$ cat config.mk
export PLATFORM = sky130hd
export DESIGN_NAME = biphase_rx_framer
export DESIGN_NICKNAME = d
export VERILOG_FILES = /design/src/rtl/biphase_rx_framer.sv
export SDC_FILE = /design/constraint.sdc
export NUM_CORES = 1
export LEC_CHECK = 0
export CORE_MARGIN = 1
export CORE_UTILIZATION = 45
export CTS_CLUSTER_DIAMETER = 120
export DETAILED_ROUTE_END_ITERATION = 10
export PLACE_DENSITY = 0.71
export REMOVE_ABC_BUFFERS = 1
export SYNTH_ARGS = -nofsm -noshare
export SYNTH_HDL_FRONTEND = slang
export SYNTH_SLANG_ARGS = --single-unit
$ cat constraint.sdc
create_clock -name clk -period 2.1 [get_ports clk]
set_input_delay 0.315 -clock clk [delete_from_list [all_inputs] [get_ports clk]]
set_output_delay 0.315 -clock clk [all_outputs]
set_load 0.02 [all_outputs]
$ cat src/rtl/biphase_rx_framer.sv
// Receive framer behind the biphase decoder: link hunt/sync, async frame assembly, 1-entry output buffer.
// Optional even-parity stage is enabled by defining BIPHASE_RX_PARITY_EN.
module biphase_rx_framer #(
  parameter int DATA_BITS    = 8,
  parameter int SYNC_ONES    = 10,
  parameter int ERR_LIMIT    = 4,
  parameter int IDLE_TIMEOUT = 2000,
  parameter int CNT_W        = 16
) (
  input  logic                 clk,
  input  logic                 rst,
  input  logic                 bit_valid,
  input  logic                 bit_data,
  input  logic                 framing_error,
  input  logic                 glitch_ignored,
  output logic [DATA_BITS-1:0] rx_data,
  output logic                 rx_valid,
  input  logic                 rx_ready,
  output logic                 link_up,
  output logic                 overrun,
  output logic                 parity_error,
  output logic [CNT_W-1:0]     err_count,
  output logic [CNT_W-1:0]     glitch_count
);

  localparam int ONES_W = $clog2(SYNC_ONES + 1);
  localparam int IDX_W  = $clog2(DATA_BITS + 1);
  localparam int CONS_W = $clog2(ERR_LIMIT + 1);
  localparam int TMO_W  = $clog2(IDLE_TIMEOUT + 1);

  typedef enum logic [2:0] {
    HUNT   = 3'd0,
    IDLE   = 3'd1,
    DATA   = 3'd2,
    PARITY = 3'd3,
    STOP   = 3'd4
  } state_t;

  state_t               state, state_nxt;
  logic [ONES_W-1:0]    ones, ones_nxt;
  logic [IDX_W-1:0]     idx, idx_nxt;
  logic [DATA_BITS-1:0] shift_reg, shift_nxt;
  logic [CONS_W-1:0]    consec, consec_nxt;
  logic [TMO_W-1:0]     tmo_cnt;
  logic                 line_quiet;
  logic                 tmo_hit;
  logic                 frame_err;
  logic                 good_frame;
`ifdef BIPHASE_RX_PARITY_EN
  logic                 par_err;
`endif

  function automatic logic [CNT_W-1:0] sat_inc(input logic [CNT_W-1:0] v);
    return (&v) ? v : v + 1'b1;
  endfunction

  assign link_up    = (state != HUNT);
  assign line_quiet = !bit_valid && !framing_error;
  // The counter holds the number of quiet cycles already seen, so this edge is the limit-th one.
  assign tmo_hit    = line_quiet && (tmo_cnt >= TMO_W'(IDLE_TIMEOUT - 1));

  always_comb begin
    state_nxt  = state;
    ones_nxt   = ones;
    idx_nxt    = idx;
    shift_nxt  = shift_reg;
    consec_nxt = consec;
    frame_err  = 1'b0;
    good_frame = 1'b0;
`ifdef BIPHASE_RX_PARITY_EN
    par_err    = 1'b0;
`endif
    if (state == HUNT) begin
      if (framing_error || (bit_valid && !bit_data)) begin
        ones_nxt = '0;
      end else if (bit_valid) begin
        if (ones == ONES_W'(SYNC_ONES - 1)) begin
          state_nxt  = IDLE;
          ones_nxt   = '0;
          consec_nxt = '0;
        end else begin
          ones_nxt = ones + 1'b1;
        end
      end
    end else if (framing_error) begin
      frame_err = 1'b1;
    end else if (tmo_hit) begin
      state_nxt = HUNT;
      ones_nxt  = '0;
    end else if (bit_valid) begin
      case (state)
        IDLE: begin
          if (!bit_data) begin
            idx_nxt   = '0;
            state_nxt = DATA;
          end
        end
        DATA: begin
          shift_nxt = {bit_data, shift_reg[DATA_BITS-1:1]};
          if (idx == IDX_W'(DATA_BITS - 1)) begin
`ifdef BIPHASE_RX_PARITY_EN
            state_nxt = PARITY;
`else
            state_nxt = STOP;
`endif
          end else begin
            idx_nxt = idx + 1'b1;
          end
        end
`ifdef BIPHASE_RX_PARITY_EN
        PARITY: begin
          if ((^shift_reg) ^ bit_data) begin
            par_err   = 1'b1;
            frame_err = 1'b1;
          end else begin
            state_nxt = STOP;
          end
        end
`endif
        STOP: begin
          if (bit_data) begin
            good_frame = 1'b1;
            consec_nxt = '0;
            state_nxt  = IDLE;
          end else begin
            frame_err = 1'b1;
          end
        end
        default: state_nxt = HUNT;
      endcase
    end

    // Any frame-level error aborts the partial frame; enough in a row drops the link.
    if (frame_err) begin
      consec_nxt = consec + 1'b1;
      if (consec >= CONS_W'(ERR_LIMIT - 1)) begin
        state_nxt = HUNT;
        ones_nxt  = '0;
      end else begin
        state_nxt = IDLE;
      end
    end
  end

  always_ff @(posedge clk) begin
    if (!rst) begin
      state     <= HUNT;
      ones      <= '0;
      idx       <= '0;
      shift_reg <= '0;
      consec    <= '0;
      tmo_cnt   <= '0;
    end else begin
      state     <= state_nxt;
      ones      <= ones_nxt;
      idx       <= idx_nxt;
      shift_reg <= shift_nxt;
      consec    <= consec_nxt;
      if (!line_quiet) begin
        tmo_cnt <= '0;
      end else if (tmo_cnt != TMO_W'(IDLE_TIMEOUT)) begin
        tmo_cnt <= tmo_cnt + 1'b1;
      end
    end
  end

  // Output buffer: a completed byte lands the cycle after its stop bit.
  always_ff @(posedge clk) begin
    if (!rst) begin
      rx_data  <= '0;
      rx_valid <= 1'b0;
      overrun  <= 1'b0;
    end else begin
      overrun <= 1'b0;
      if (good_frame && (!rx_valid || rx_ready)) begin
        rx_data  <= shift_reg;
        rx_valid <= 1'b1;
      end else begin
        if (good_frame) begin
          overrun <= 1'b1;
        end
        if (rx_valid && rx_ready) begin
          rx_valid <= 1'b0;
        end
      end
    end
  end

  always_ff @(posedge clk) begin
    if (!rst) begin
      err_count    <= '0;
      glitch_count <= '0;
    end else begin
      if (frame_err) begin
        err_count <= sat_inc(err_count);
      end
      if (glitch_ignored) begin
        glitch_count <= sat_inc(glitch_count);
      end
    end
  end

`ifdef BIPHASE_RX_PARITY_EN
  always_ff @(posedge clk) begin
    if (!rst) begin
      parity_error <= 1'b0;
    end else begin
      parity_error <= par_err;
    end
  end
`else
  assign parity_error = 1'b0;
`endif

endmodule
==> impl_metrics.toml <==
[outcome]
status = "finished, final reports clean"

[setup_path]
critPathCapture = "link_up"
rr_startpoint = "tmo_cnt[1]"
cp_cell_sequence = "nor3_4 -> inv_2 -> clkdlybuf4s50_1"
cp-startpoint = "state[2]"
rrSetupSlack_ns = 0.20
critPathBufInv = 2
worstSetupPathType = "register to primary output"
path_max_fanout = 8
path_depth = 3
r2r-end = "idx[1]"
end_kind = "primary output"
worst_path_max_delay_cell = "clkdlybuf4s50_1"
r2r_cells = 6
critPathLaunchType = "register"
crit_family = "buffers and inverters"
cp_slowest_stage_delay_ns = 0.64
crit_required_ns = 1.78
arrival_ns = 1.70

[routing]
ant_nets = 0
vias = 3223
post-route-drc-count = 0
vias_per_cell = 5.42
wire_per_inst_um = 13.0
drt-total-wl_um = 7760
drt_iter0_markers = 140
drt-pass1-iter-count = 4

[clocking]
cts_tree = "yes"
holdBufCountCts = 0
h-tree-depth = 3
clock_latency_ns = 0.35
cts_setup_buffers = 0
cts_root_buf = "clkbuf_8"
ctsResizeCount = 0
cts_buffer_depth = 2
cts_sinks = 75
numCtsBuffers = 9
clkSlewWorstSetupHoldPaths_ns = 0.08

[floorplanning]
core_um2 = 7690
die_height_um = 90.8
die_w_um = 90.8
pin_count = 51
rows = 32
initial_core_util_pct = 46.2
die_area_um2 = 8250

[yosys]
synth_area_per_cell_um2 = 8.44
ys_ff_latch = 75
synthAdderAreaFrac_pct = 3.17
netlist_instances = 421
synth_edf_count = 0
synth.mux.area_fraction_pct = 3.95
synth_flop_cell = "dfxtp_1"
synthesis.area_um2 = 3550
yosysWarnings = 0
yosys.cell_types.count = 56
synth-compound-area-share_pct = 13.2
synth_xor_xnor_area_share_pct = 5.67
synth_top_family_by_area = "simple AND/OR/NAND/NOR gates"
async_reset_ff_share_pct = 0
yosysSeqAreaShare_pct = 42.3
synth-simple-area-share_pct = 28.3

[layout]
layout_commonest_cell = "dfxtp_1"
final_cell_mix = "73 x dfxtp_1, 55 x nor2_1, 49 x clkdlybuf4s50_1"
num_antenna_cells = 0
layout-drive-gt1-share_pct = 10.5
final_area_um2 = 4480
synthToLayoutAreaGrowth_pct = 26.2
largest_registers = "err_count (16), glitch_count (16), tmo_cnt (11)"
finish.utilization_pct = 58.3
fin_nets = 504

[placed_design]
dpl_worst_slack_ns = -0.0899
numPortBuffers = 49
dp_hpwl_um = 5300
gp_congestion = 0.824
placedInstanceArea_um2 = 4280

[grt]
track_usage_pct = 19.8
grt_max_degree = 53
grt_pass1_wl_um = 13400
grt_overflow = 0
first_global_vias = 2984
antenna_found_initial = 0

[timing]
setup_violations = 0
fin_setup_tns_ns = 0
fin_ws_ns = 0.0851
hold_violations = 0
maxSlewViolCount = 0
max_freq_ghz = 0.496
post-route-period-util_pct = 95.9
period_needed_ns = 2.01
clock_skew_ns = 0.00893

[power]
leakagePower_nw = 1.52
power_density_nw_per_um2 = 590
finalPower_mw = 2.65
vdd_ir_drop_max_mv = 0.346

[run]
drv_cap = 0

[min_path]
hp-class = "register to register"
==> synth_stat cells, drive strengths merged, types with 2 or more instances <==
cell type / number / share of area [%]
o21ai: 20 / 2.9
nor3: 23 / 3.5
nand4: 10 / 1.9
nor3b: 3 / 0.63
o211ai: 3 / 0.77
nand3: 23 / 3.2
or4: 4 / 0.95
ha: 9 / 3.2
a21o: 3 / 0.63
or3: 11 / 1.9
nor4: 4 / 0.88
dfxtp: 75 / 42
nor2b: 4 / 0.70
and4: 5 / 1.3
nand3b: 4 / 0.85
nand2: 36 / 3.8
inv: 11 / 1.2
a311oi: 2 / 0.49
and3: 5 / 0.88
nand2b: 2 / 0.35
o31ai: 3 / 0.63
o311a: 2 / 0.56
a21oi: 34 / 4.8
clkbuf: 13 / 1.4
buf: 3 / 0.67
nor2: 55 / 5.8
xor2: 7 / 1.7
and2: 2 / 0.35
xnor2: 16 / 3.9
mux2i: 14 / 3.9
==> layout make-up <==
class	instances	area, um^2
multi-input combinational	318	1940
tap	102	128
clock buffer	9	124
sequential	75	1500
inverter	12	45.0
clock inverter	7	68.8
timing repair buffer	72	676
fill	704	3200
==> worst register-to-register path: stages (launching register included) <==
cell     delay [ns]
dfxtp_1        0.41
ha_1           0.20
nand3_1        0.10
a311o_1        0.43
o311a_1        0.35
a21o_1         0.24
a21oi_1        0.11
==> cells by family after synthesis <==
group,Yosys count
AO/OA/AOI/OAI,77
multiplexers,14
buffers and inverters,28
AND/OR/NAND/NOR,194
other,1
flip-flops,75
adder cells (fa/ha/maj),9
XOR/XNOR,23
==> where the power goes <==
group | switching, mW | internal, mW | total, mW
sequential | 0.00810 | 1.43 | 1.44
clock | 0.551 | 0.544 | 1.09
combinational | 0.0678 | 0.0478 | 0.116
total | 0.626 | 2.02 | 2.65
==> metrics by stage <==
stage,cells,hold slack [ns]
floorplan,405,0.436
global placement,579,0.444
detailed placement,579,0.455
CTS,595,0.465
global route,595,0.494
finish,595,0.465
==> how the worst min path moves through the flow <==
stage,startpoint,end,slack [ns],depth (start not counted)
after floorplan,shift_reg[0],shift_reg[0],0.44,2
after global placement,shift_reg[0],shift_reg[0],0.44,2
after detailed placement,shift_reg[0],shift_reg[0],0.46,2
after CTS,shift_reg[0],shift_reg[0],0.47,2
after global routing,shift_reg[0],shift_reg[0],0.49,2
final,shift_reg[0],shift_reg[0],0.46,2
==> per-layer routing <==
metal	wire, um	up-vias	global-route usage, %	part of all wire, %
li1	-	1635	-	-
met1	3800	1526	25.7	49
met2	3580	52	32.1	46
met3	288	10	4.88	3.7
met4	90	0	7.14	1.2
met5	0	-	0	0
Note: power is estimated with default switching activity, not from simulation.
